<file path="src/rtl/sram_rd_stream.sv">
// Burst read client for the 16x8 two-port SRAM: issues reads, captures registered data, streams it out.
// Optional abort input enabled by defining SRAM_RD_STREAM_ABORT_EN.
module sram_rd_stream #(
  parameter int unsigned AW = 4,
  parameter int unsigned DW = 8
) (
  input  logic          clk,
  input  logic          rst_n,
  input  logic          req_valid,
  output logic          req_ready,
  input  logic [AW-1:0] req_addr,
  input  logic [AW-1:0] req_len,
  output logic          mem_en_r,
  output logic [AW-1:0] mem_addr_r,
  input  logic [DW-1:0] mem_dout,
  output logic          out_valid,
  input  logic          out_ready,
  output logic [DW-1:0] out_data,
  output logic          out_last,
`ifdef SRAM_RD_STREAM_ABORT_EN
  input  logic          abort,
`endif
  output logic          busy
);

  typedef enum logic [1:0] {IDLE, RUN, DRAIN} state_t;

  state_t             state, state_nxt;
  logic [AW-1:0]      issue_addr, remaining, hold_addr;
  logic               pend, pend_last;
  logic [3:0][DW-1:0] buf_data;
  logic [3:0]         buf_last;
  logic [1:0]         wr_ptr, rd_ptr;
  logic [2:0]         occ;
  logic               issue, push, pop, abort_hit;
  logic [3:0]         credit_used;

`ifdef SRAM_RD_STREAM_ABORT_EN
  assign abort_hit = abort && (state != IDLE);
`else
  assign abort_hit = 1'b0;
`endif

  // Credit counts the in-flight read but not a same-cycle pop.
  assign credit_used = {1'b0, occ} + {3'b000, pend};
  assign push        = pend;
  assign pop         = out_valid && out_ready;

  always_comb begin
    state_nxt = state;
    issue     = 1'b0;
    unique case (state)
      IDLE: begin
        if (req_valid) state_nxt = RUN;
      end
      RUN: begin
        if (credit_used < 4'd4) begin
          issue = 1'b1;
          if (remaining == '0) state_nxt = DRAIN;
        end
      end
      DRAIN: begin
        if (pop && out_last) state_nxt = IDLE;
      end
      default: state_nxt = IDLE;
    endcase
    if (abort_hit) state_nxt = IDLE;
  end

  always_ff @(posedge clk or negedge rst_n) begin
    if (!rst_n) state <= IDLE;
    else        state <= state_nxt;
  end

  always_ff @(posedge clk or negedge rst_n) begin
    if (!rst_n) begin
      issue_addr <= '0;
      remaining  <= '0;
      hold_addr  <= '0;
      pend       <= 1'b0;
      pend_last  <= 1'b0;
    end else begin
      pend      <= issue && !abort_hit;
      pend_last <= issue && (remaining == '0) && !abort_hit;
      if (state == IDLE && req_valid) begin
        issue_addr <= req_addr;
        remaining  <= req_len;
      end else if (issue) begin
        issue_addr <= issue_addr + 1'b1;
        remaining  <= remaining - 1'b1;
        hold_addr  <= issue_addr;
      end
    end
  end

  always_ff @(posedge clk or negedge rst_n) begin
    if (!rst_n) begin
      buf_data <= '0;
      buf_last <= '0;
      wr_ptr   <= '0;
      rd_ptr   <= '0;
      occ      <= '0;
    end else if (abort_hit) begin
      wr_ptr <= rd_ptr;
      occ    <= '0;
    end else begin
      if (push) begin
        buf_data[wr_ptr] <= mem_dout;
        buf_last[wr_ptr] <= pend_last;
        wr_ptr           <= wr_ptr + 1'b1;
      end
      if (pop) rd_ptr <= rd_ptr + 1'b1;
      unique case ({push, pop})
        2'b10:   occ <= occ + 1'b1;
        2'b01:   occ <= occ - 1'b1;
        default: occ <= occ;
      endcase
    end
  end

  // Address output holds the last issued address while idle or stalled.
  assign mem_en_r   = issue;
  assign mem_addr_r = issue ? issue_addr : hold_addr;
  assign out_valid  = (occ != '0);
  assign out_data   = buf_data[rd_ptr];
  assign out_last   = out_valid && buf_last[rd_ptr];
  assign busy       = (state != IDLE);
  assign req_ready  = (state == IDLE);

endmodule

</file>
<file path="config.mk">
export PLATFORM = sky130hd
export DESIGN_NAME = sram_rd_stream
export DESIGN_NICKNAME = d
export VERILOG_FILES = /design/src/rtl/sram_rd_stream.sv
export SDC_FILE = /design/constraint.sdc
export NUM_CORES = 1
export LEC_CHECK = 0
export ABC_AREA = 1
export BUFFER_PORTS_ARGS = -buffer_cell sky130_fd_sc_hd__buf_2
export CAP_MARGIN = 20
export CELL_PAD_IN_SITES_DETAIL_PLACEMENT = 0
export CELL_PAD_IN_SITES_GLOBAL_PLACEMENT = 1
export CORE_UTILIZATION = 48
export CTS_BUF_LIST = sky130_fd_sc_hd__clkbuf_4 sky130_fd_sc_hd__clkbuf_8
export CTS_CLUSTER_SIZE = 28
export DETAILED_ROUTE_END_ITERATION = 16
export PLACE_DENSITY = 0.95
export SYNTH_ARGS = -nofsm -noshare
export SYNTH_HDL_FRONTEND = slang
export SYNTH_SLANG_ARGS = --single-unit
</file>
<file path="constraint.sdc">
create_clock -name clk -period 3 [get_ports clk]
set_input_delay 0.75 -clock clk [delete_from_list [all_inputs] [get_ports clk]]
set_output_delay 0.75 -clock clk [all_outputs]
set_load 0.02 [all_outputs]
</file>
# Yosys cells after proc, flatten, opt, wreduce, memory -nomap -nowiden
# Index checks and enable logic that the tools add are counted.
# Widths: inputs -> output; s select.
[word_totals] wordCells=69 output_inout_bits=17 inputBits=20 ff_bits=59
[op_classes] n_lt_le_gt_ge=4 addsub=7 mux=23 n_reduce_logical=13 eq_ne=8
[ops] op="$bwmux 32" n=1
[ops] op="$mux 4" n=5
[ops] op="$bmux 8 s2" n=1
[ops] op="$demux 8 s2" n=1
[ops] op="$mux 8" n=2
[ops] op="$mux 2" n=4
[ops] op="$ne 2x2->1 const B" n=4
[ops] op="$logic_and 1x1->1" n=6
[ops] op="$lt 2x3->1 const B" n=2
[ops] op="$pmux 2 s3" n=1
[ops] op="$pmux 3 s2" n=1
[ops] op="$reduce_bool 2->1" n=3
[ops] op="$add 2x1->2 const B" n=2
[ops] op="$add 3x1->4" n=1
[ops] op="$add 4x1->4 const B" n=1
[ops] op="$bwmux 4" n=1
[ops] op="$eq 2x1->1 const B" n=2
[ops] op="$eq 2x2->1 const B" n=2
[ops] op="$logic_not 4->1" n=1
[ops] op="$lt 4x3->1 const B" n=1
[ops] op="$mux 1" n=4
[ops] op="$reduce_and 4->1" n=1
[ops] op="$sub 4x1->4 const B" n=1
[ops] op="$add 3x1->3 const B" n=1
[ops] op="6 further kinds" n=6

# Longest topological paths before layout
# Gate-level depths: netlist of the first run.
[depth] word_depth=6 ltp_mapped=8 depth_no_buf=8

# Worst setup path before layout of the first run
# OpenSTA, ideal clock, no wires.
[synth_path] path_kind="input port to flip-flop" start="input port out_ready" end="register occ[2]" path_slack_ns=0.961 arrival_time_ns=1.909 setup_time_ns=0.131 path_buffers=0 t_required_ns=2.869 path_stages=7 cell_sequence="a21boi_1 > ha_1 > inv_1 > fa_1 > a21oi_1 > o21ai_0 > xor2_1"
[synth_via] elab_chain_len=3 elab_cells_between_ends=5 classes_between="eq/ne (2); mux (1); reduce/logical (2)"
[synth_rtl] element="start: declaration" line="17" source="input logic out_ready,"
[synth_rtl] element="$logic_and 1x1->1 *" line="47" source="assign pop = out_valid && out_ready;"
[synth_rtl] element="$eq 2x1->1 / $eq 2x2->1 (equally long branches)" line="113" source="unique case ({push, pop})"
[synth_rtl] element="$pmux 3 s2 / $reduce_bool 2->1 (equally long branches)"
[synth_rtl] element="end signal: assignment" line="114" source="2'b10: occ <= occ + 1'b1;"
[synth_rtl] element="end signal: assignment" line="115" source="2'b01: occ <= occ - 1'b1;"
[synth_rtl] element="end: declaration" line="34" source="logic [2:0] occ;"
# Mark *: on every way between the ends. The rest lies on a longest branch, timed or not.
# A chain may end at the register's enable or synchronous reset.

# Final worst setup path of the first run
[layout_path] start="register pend" end="output port mem_addr_r[0]"
[layout_via] elab_chain_len=5
[layout_rtl] element="start: declaration" line="30" source="logic pend, pend_last;"
[layout_rtl] element="start signal: assignment" line="83" source="pend <= issue && !abort_hit;"
[layout_rtl] element="$add 3x1->4" line="45" source="assign credit_used = {1'b0, occ} + {3'b000, pend};"
[layout_rtl] element="$lt 4x3->1" line="57" source="if (credit_used < 4'd4) begin"
[layout_rtl] element="$mux 1" line="57"
[layout_rtl] element="$mux 1" line="52" source="unique case (state)"
[layout_rtl] element="$mux 4"
[layout_rtl] element="end: declaration" line="14" source="output logic [AW-1:0] mem_addr_r,"
# Every way passes these cells.

==> results of run 1 <==
-- placed cells by master (no fill, tap or decap), drive strengths merged --
| cell | Yosys | layout |
|---|---|---|
| a21boi | 1 | 1 |
| a21oi | 1 | 1 |
| and3 | 1 | 1 |
| buf | 9 | 38 |
| clkbuf | 2 | 12 |
| clkinv | 1 | 4 |
| dfrtp | 59 | 59 |
| fa | 1 | 1 |
| ha | 7 | 7 |
| inv | 35 | 35 |
| nand2 | 99 | 99 |
| nand3 | 13 | 13 |
| nand3b | 2 | 2 |
| nand4 | 1 | 1 |
| nor2 | 25 | 25 |
| o21ai | 69 | 69 |
| o22ai | 8 | 8 |
| xnor2 | 1 | 1 |
| xor2 | 3 | 3 |
-- cell type report --
| type | instances | share of cell area |
|---|---|---|
| multi-input cells | 232 | 0.3669 |
| repair buffers | 38 | 0.06331 |
| flip-flops and latches | 59 | 0.4500 |
| inverters | 36 | 0.04119 |
| well taps | 72 | 0.02746 |
| clock buffers | 12 | 0.04653 |
| clock inverters | 3 | 0.004577 |
-- worst min-delay path by stage --
stage	slack [ps]	cells after the start	to
4_1_cts	430	1	buf_data[17]
3_3_place_gp	460	2	buf_data[9]
5_1_grt	450	1	buf_data[1]
3_5_place_dp	470	2	buf_data[23]
2_1_floorplan	450	0	buf_data[0]
6_report	420	1	buf_data[17]
-- logic make-up after synthesis --
logic type               synth area share
adder cells (fa/ha/maj)           0.03736
flip-flops                         0.5126
AO/OA/AOI/OAI                      0.1494
AND/OR/NAND/NOR                    0.2189
buffers and inverters             0.06950
XOR/XNOR                          0.01217
-- Yosys cell counts --
| cell | number | share of area |
|---|---|---|
| inv_2 | 2 | 0.0026 |
| nand3b_1 | 2 | 0.0052 |
| and3_1 | 1 | 0.0022 |
| xor2_1 | 3 | 0.0091 |
| dfrtp_1 | 59 | 0.51 |
| nand4_1 | 1 | 0.0022 |
| o21ai_2 | 6 | 0.018 |
| xnor2_1 | 1 | 0.0030 |
| nand3_2 | 1 | 0.0035 |
| ha_1 | 7 | 0.030 |
| nand2_2 | 6 | 0.013 |
| nand2_1 | 89 | 0.12 |
| buf_2 | 7 | 0.012 |
| a21boi_1 | 1 | 0.0026 |
| clkbuf_1 | 2 | 0.0026 |
| nand3_1 | 11 | 0.019 |
| o22ai_1 | 8 | 0.017 |
| fa_1 | 1 | 0.0070 |
| inv_1 | 33 | 0.043 |
| nor2_2 | 4 | 0.0087 |
| nor2_1 | 21 | 0.027 |
| o21ai_0 | 58 | 0.10 |
| buf_4 | 1 | 0.0026 |
| nand3_4 | 1 | 0.0061 |
| nand2_4 | 4 | 0.016 |
| o21ai_1 | 5 | 0.0087 |
| a21oi_1 | 1 | 0.0017 |
| clkinv_1 | 1 | 0.0013 |
| buf_8 | 1 | 0.0052 |
-- metal layers --
metal,wire length [um],part of all wire,GRT usage
met1,2813,0.49,0.2837
met5,0,0,0
met2,2574,0.45,0.3111
met4,80,0.014,0.08364
met3,300,0.052,0.06971
-- power groups by stage --
| stage | logic [mW] | registers, mW | clock network (mW) |
|---|---|---|---|
| floorplan | 1.51 | 1.37 | 0 |
| global placement | 1.83 | 1.44 | 0 |
| detailed placement | 1.87 | 1.45 | 0 |
| CTS | 1.88 | 1.44 | 0.649 |
| global route | 2.13 | 1.49 | 0.687 |
| finish | 1.86 | 1.45 | 0.638 |
-- per-stage QoR --
stage | hold slack, ps | setup WS (ps) | util
final | 419.4 | 444.5 | 0.5815
after global routing | 453.3 | 300.9 | 0.5815
after CTS | 432.2 | 424.8 | 0.5815
after detailed placement | 467.8 | 746.3 | 0.5518
after global placement | 461.9 | 788.4 | 0.5518
after floorplan | 447.8 | 960.6 | -
-- state kept, by name, summed over array words and instances, names as in the netlist --
name        count
hold_addr       4
pend            1
remaining       4
pend_last       1
rd_ptr          2
wr_ptr          2
buf_last        4
issue_addr      4
state           2
occ             3
buf_data       32
==> reports/qor.yml, run 1 <==
critical_path:
  required_ps: 2250
  path_max_fanout: 17
  crit_top_cell: "nand2_1"
  crit_arrival_ps: 1810
  path_cells: "nand3_2 > nand3_4 > clkinv_1 > nand2_1 > nand2_1 > buf_2"
  r2r_cells: 8
  critPathLaunch: "pend"
  r2r_slack_ps: 1080
  crit_type: "reg -> out"
  crit_buf_inv: 2
  reg2reg_to: "occ[2]"
  critPathTopFamily: "simple AND/OR/NAND/NOR gates"
  start_kind: "register"
  max_stage_delay_ps: 560
  crit_cells: 6
  cp-end-kind: "output port"
  crit_end: "mem_addr_r[0]"
  crit_path_top_delay_cell: "dfrtp_1"
  regToRegStartpoint: "occ[0]"
die:
  start_util: 0.5105
  die_x_um: 79.47
  die_h_um: 79.47
  rows: 27
  die_area_mm2: 0.006315
  core_region_area_mm2: 0.005642
  io_pins: 37
route:
  num_vias: 2301
  first_iter_violations: 137
  wl_per_cell_um: 12.76
  drt_wl_total_um: 5767
  dr.pass1.iters: 5
  postRouteAntennaNets: 0
  via_per_inst: 5.091
  remaining_drc_errors: 0
synth:
  yosys_warnings: 0
  seq_area_frac_synth: 0.5126
  synthDistinctLibCells: 29
  synthCells: 338
  avgSynthCellArea_um2: 8.521
  syn-num-nets: 366
  ys_seq_elements: 59
  syn_area_mm2: 0.002880
final_layout:
  drive_above_1_share: 0.2026
  syn2layout_area_growth_pct: 13.90
  fin_nets: 404
  antenna_cells: 0
  final_cell_count_no_fill: 452
  seqCellArea_mm2: 0.001476
  multi_input_comb_area_mm2: 0.001204
  fillers: 511
  postLayoutCellArea_mm2: 0.003281
sta:
  fmax_mhz: 391.3
  tns_ps: 0
  drv_slew: 0
  hold_viol: 0
  finalCriticalPeriod_ps: 2555
  finalClockSkew_ps: 6.873
  rsz0062_at_grt: "no"
  worstMarginPinSlew_ps: 620.2
  finalSetupViolations: 0
  max-slew-margin-rel: 0.5865
  post-route-period-util: 0.8518
global_routing:
  grt_remaining_overflow: 0
  grt_pass1_vias: 2164
  grt_pass1_wl_um: 9963
  grt_util_all_layers: 0.2105
  grt_max_degree: 35
  antenna_found_initial: 0
clock_network:
  cts_buffers: 9
  cts_tree: "yes"
  clkLatencyLatePin_ps: 340
  cts_root_buf: "clkbuf_8"
  h-tree-depth: 3
  clockBufferDepth: 2
  clk_pin_slew_worst_paths_ps: 60
  postCtsSetupBuffers: 0
  cts_resized: 0
  clkSinkCount: 59
  hold_buffers: 0
power_and_ir_drop:
  p_int_mw: 2.171
  seq_power_share: 0.366
  power_density_mw_per_mm2: 1203
  p_leak_nw: 1.682
  vdd.ir_drop.worst_uv: 560.6
  finalPower_mw: 3.947
  p_comb_frac: 0.472
  clockPowerShare: 0.162
  swShare: 0.4499
  p_sw_mw: 1.776
placement:
  place_area_mm2: 0.003113
  gp_congestion: 0.7868
  port_buffers: 36
  dp.cells: 437
  dpl.hpwl_um: 3859
hold_path:
  hold_path_class: "in -> async"
run_status:
  status: "complete, no violations"
job:
  cap_viol_max_count: 0
(Power assumes the default switching activity.)
==> inputs of run 2 (changes only) <==
==> constraint.sdc (replaced) <==
create_clock -name clk -period 3 [get_ports clk]
set_input_delay 0.75 -clock clk [delete_from_list [all_inputs] [get_ports clk]]
set_output_delay 0.75 -clock clk [all_outputs]
set_load 0.05 [all_outputs]
==> reports/qor.yml, run 2 (same netlist as run 1, synthesis figures left out) <==
critical_path:
  cp-end-kind: "output port"
  path_cells: "nand3_2 > nand3_4 > clkinv_1 > nand2_1 > nand2_1 > buf_2"
  crit_type: "reg -> out"
  path_max_fanout: 17  # unchanged
  crit_top_cell: "nand2_1"
  crit_buf_inv: 2  # unchanged
  reg2reg_to: "occ[2]"
  start_kind: "register"
  crit_arrival_ps: 1830  # +20 ps
  regToRegStartpoint: "occ[0]"
  max_stage_delay_ps: 550  # about the same
  critPathTopFamily: "simple AND/OR/NAND/NOR gates"
  r2r_slack_ps: 1010  # -70 ps
  required_ps: 2250  # about the same
  r2r_cells: 8  # unchanged
  crit_path_top_delay_cell: "dfrtp_1"
clock_network:
  cts_resized: 0  # unchanged
  cts_tree: "yes"
  clk_pin_slew_worst_paths_ps: 70  # about the same
  clockBufferDepth: 2  # unchanged
  hold_buffers: 0  # unchanged
  clkLatencyLatePin_ps: 330  # about the same
  cts_root_buf: "clkbuf_8"
  h-tree-depth: 3  # unchanged
  postCtsSetupBuffers: 0  # unchanged
  cts_buffers: 9  # unchanged
  clkSinkCount: 59  # unchanged
final_layout:
  final_common_cell: "nand2_1"
  drive_above_1_share: 0.2047  # +0.002093
  fin_nets: 404  # unchanged
  largest_reg_flops: 32  # unchanged
  top_register: "buf_data"
  postLayoutCellArea_mm2: 0.003377  # +2.9%
  final_cell_mix: "89 x nand2_1, 59 x dfrtp_1, 58 x o21ai_0"
  antenna_cells: 0  # unchanged
  syn2layout_area_growth_pct: 17.25
sta:
  fin_ws_ps: 418.4  # -26.15 ps
  finalSetupViolations: 0  # unchanged
  finalClockSkew_ps: 8.130  # +1.257 ps
  tns_ps: 0  # unchanged
  post-route-period-util: 0.8605  # +0.008716
  worstMarginPinSlew_ps: 665.9  # +45.74 ps
  finalCriticalPeriod_ps: 2582  # +26.15 ps
  hold-worst-slack_ps: 447.6  # +28.20 ps
  rsz0062_at_grt: "no"
  drv_slew: 0  # unchanged
  hold_viol: 0  # unchanged
  fmax_mhz: 387.4  # -1.0%
  max-slew-margin-rel: 0.5560  # -0.03050
route:
  remaining_drc_errors: 0  # unchanged
  dr.pass1.iters: 4  # -1
  num_vias: 2279  # -0.96%
  wl_per_cell_um: 12.76  # about the same
  first_iter_violations: 153  # +12%
  postRouteAntennaNets: 0  # unchanged
  via_per_inst: 5.031  # -1.2%
  drt_wl_total_um: 5782  # +0.26%
placement:
  port_buffers: 36  # unchanged
  place_area_mm2: 0.003113  # unchanged
  place_ws_ps: 697.5  # -48.73 ps
  dpl.hpwl_um: 3828  # -0.79%
  gp_congestion: 0.7774  # -1.2%
job:
  cap_viol_max_count: 0  # unchanged
global_routing:
  grt_pass1_vias: 2145  # -0.88%
  grt_use_met1: 0.2719  # -0.01178
  grt_pass1_wl_um: 9563  # -4.0%
  grtUsageMet3: 0.03543  # -0.03429
  antenna_found_initial: 0  # unchanged
  grt_util_all_layers: 0.2015  # -0.008989
  grt.met2_usage: 0.3111  # unchanged
  grt.busiest_layer: "met2"
  grt_remaining_overflow: 0  # unchanged
  grt_max_degree: 33  # -5.7%
die:
  rows: 27  # unchanged
  die_area_mm2: 0.006315  # unchanged
  die_x_um: 79.47  # unchanged
  io_pins: 37  # unchanged
  start_util: 0.5105  # unchanged
  die_h_um: 79.47  # unchanged
  core_region_area_mm2: 0.005642  # unchanged
hold_path:
  hold_path_class: "in -> async"
run_status:
  status: "complete, no violations"
[run 2: how the worst max path moves through the flow]
stage	end	from	cells after the start
after floorplan	mem_addr_r[0]	pend	6
after global placement	out_data[7]	rd_ptr[1]	4
after detailed placement	occ[2]	out_ready	8
after CTS	mem_addr_r[0]	pend	6
after global routing	mem_addr_r[0]	pend	6
final	mem_addr_r[0]	pend	6
[run 2: area by class of cell]
type                    instances  area (um^2)
fillers                       483         2265
flip-flops and latches         59         1476
multi-input cells             232         1204
repair buffers                 38        207.7
clock buffers                  11        138.9
inverters                      36        135.1
clock inverters                 5        125.1
well taps                      72        90.09
[run 2: layer usage]
| metal | share of wire | wire length [um] |
|---|---|---|
| met5 | 0 | 0 |
| met4 | 0.019 | 107 |
| met3 | 0.025 | 144 |
| met2 | 0.45 | 2595 |
| met1 | 0.51 | 2935 |
[run 2: metrics by stage]
stage / cells / utilization
6_report: 453 / 0.5986
5_1_grt: 453 / 0.5986
4_1_cts: 453 / 0.5986
3_5_place_dp: 437 / 0.5518
3_3_place_gp: 437 / 0.5518
2_1_floorplan: 338 / -
Power of run 2 is left out: the tool's default activity adds up to more than one toggle a clock period on the data nets, which glitch-free logic cannot reach.
==> inputs of run 3 (changes only) <==
--- a/config.mk
+++ b/config.mk
@@ -8,13 +8,13 @@
 export ABC_AREA = 1
 export BUFFER_PORTS_ARGS = -buffer_cell sky130_fd_sc_hd__buf_2
 export CAP_MARGIN = 20
-export CELL_PAD_IN_SITES_DETAIL_PLACEMENT = 0
+export CELL_PAD_IN_SITES_DETAIL_PLACEMENT = 1
 export CELL_PAD_IN_SITES_GLOBAL_PLACEMENT = 1
-export CORE_UTILIZATION = 48
+export CORE_UTILIZATION = 35
 export CTS_BUF_LIST = sky130_fd_sc_hd__clkbuf_4 sky130_fd_sc_hd__clkbuf_8
 export CTS_CLUSTER_SIZE = 28
 export DETAILED_ROUTE_END_ITERATION = 16
-export PLACE_DENSITY = 0.95
+export PLACE_DENSITY = 0.77
 export SYNTH_ARGS = -nofsm -noshare
 export SYNTH_HDL_FRONTEND = slang
 export SYNTH_SLANG_ARGS = --single-unit
==> reports/qor.yml, run 3 (same netlist as run 1, synthesis figures left out) <==
hold_path:
  whs_path_depth: 2
  hold_path_class: "reg -> reg"
  hold_start: "buf_data[16]"
critical_path:
  crit_cells: 6  # unchanged
  crit_arrival_ps: 1850  # +20 ps
  r2r_cells: 8  # unchanged
  critPathTopFamily: "simple AND/OR/NAND/NOR gates"
  r2r_slack_ps: 1110  # +100 ps
  start_kind: "register"
  cp-end-kind: "output port"
  crit_type: "reg -> out"
  crit_path_top_delay_cell: "dfrtp_1"
  path_max_fanout: 17  # unchanged
  regToRegStartpoint: "occ[0]"
  crit_top_cell: "nand2_1"
  max_stage_delay_ps: 550  # about the same
  critPathLaunch: "pend"
  path_cells: "nand3_2 > nand3_4 > clkinv_1 > nand2_1 > nand2_1 > buf_2"
  required_ps: 2250  # about the same
  crit_buf_inv: 2  # unchanged
sta:
  finalSetupViolations: 0  # unchanged
  finalCriticalPeriod_ps: 2596  # +14.34 ps
  max-slew-margin-rel: 0.4988  # -0.05722
  post-route-period-util: 0.8653  # +0.004781
  hold_viol: 0  # unchanged
  drv_slew: 0  # unchanged
  finalClockSkew_ps: 10.31  # +2.176 ps
  fmax_mhz: 385.2  # -0.55%
  tns_ps: 0  # unchanged
  fin_ws_ps: 404.0  # -14.34 ps
  worstMarginPinSlew_ps: 751.8  # +85.83 ps
  rsz0062_at_grt: "no"
route:
  remaining_drc_errors: 0  # unchanged
  postRouteAntennaNets: 0  # unchanged
  num_vias: 2362  # +3.6%
  first_iter_violations: 122  # -20%
  dr.pass1.iters: 4  # unchanged
  wl_per_cell_um: 13.67  # +7.1%
  drt_wl_total_um: 6615  # +14%
  via_per_inst: 4.880  # -3.0%
run_status:
  status: "complete, no violations"
final_layout:
  utilization: 0.4254  # -0.1732
  drive_above_1_share: 0.2068  # +0.002082
  final_common_cell: "nand2_1"
  postLayoutCellArea_mm2: 0.003338  # -1.1%
  final_cell_mix: "89 x nand2_1, 59 x dfrtp_1, 58 x o21ai_0"
  antenna_cells: 0  # unchanged
  largest_reg_flops: 32  # unchanged
  top_register: "buf_data"
  fin_nets: 405  # +0.25%
  syn2layout_area_growth_pct: 15.90
global_routing:
  grt_pass1_wl_um: 11290  # +18%
  grt_max_degree: 60  # +82%
  grt_pass1_vias: 2400  # +12%
  grt_remaining_overflow: 0  # unchanged
  grt_util_all_layers: 0.1703  # -0.03116
  antenna_found_initial: 0  # unchanged
die:
  die_area_mm2: 0.008596  # +36%
  rows: 32  # +19%
  die_x_um: 92.72  # +17%
  start_util: 0.3670  # -0.1435
  core_region_area_mm2: 0.007848  # +39%
  io_pins: 37  # unchanged
  die_h_um: 92.72  # +17%
job:
  cap_viol_max_count: 0  # unchanged
placement:
  gp_congestion: 0.7028  # -9.6%
  place_area_mm2: 0.003146  # +1.0%
  place_ws_ps: 741.4  # +43.92 ps
  port_buffers: 36  # unchanged
  dpl.hpwl_um: 4606  # +20%
clock_network:
  cts_resized: 0  # unchanged
  clkSinkCount: 59  # unchanged
  clk_pin_slew_worst_paths_ps: 70  # about the same
  clockBufferDepth: 2  # unchanged
  clkLatencyLatePin_ps: 340  # about the same
  cts_buffers: 9  # unchanged
  cts_tree: "yes"
  cts_root_buf: "clkbuf_8"
  h-tree-depth: 3  # unchanged
  postCtsSetupBuffers: 0  # unchanged
  hold_buffers: 0  # unchanged
-- run 3: final timing paths --
| kind | to |
|---|---|
| worst min register to register | buf_data[16] |
| worst max register to register | occ[2] |
| worst min-delay path | buf_data[16] |
| worst max-delay path | mem_addr_r[0] |
| max in group asynchronous | buf_data[1] |
| min in group asynchronous | buf_data[4] |
-- run 3: cell type report --
class,instances,area (um^2)
clock buffers,11,138.9
multi-input cells,232,1204
flip-flops and latches,59,1476
repair buffers,39,202.7
fillers,988,4509
well taps,102,127.6
clock inverters,5,53.80
inverters,36,135.1
-- run 3: worst reg2reg max path, cell delays in order, from the launching register on --
cell      delay, ps
dfrtp_1         390
inv_1           110
a21boi_1        240
ha_1            190
inv_1            70
fa_1            380
a21oi_1         140
o21ai_0         110
xor2_1          150
-- run 3: layer usage --
layer,up-vias,track usage,share of wire
met5,-,0,0
met4,0,0.04872,0.011
met3,8,0.05255,0.040
met2,47,0.2920,0.50
met1,1142,0.2057,0.45
li1,1165,-,-
-- run 3: metrics by stage --
| step | std cells | hold WS, ps |
|---|---|---|
| 2_1_floorplan | 338 | 447.8 |
| 3_3_place_gp | 468 | 460.3 |
| 3_5_place_dp | 468 | 467.7 |
| 4_1_cts | 484 | 485.6 |
| 5_1_grt | 484 | 517.8 |
| 6_report | 484 | 483.6 |
Power of run 3 is left out for the same reason.
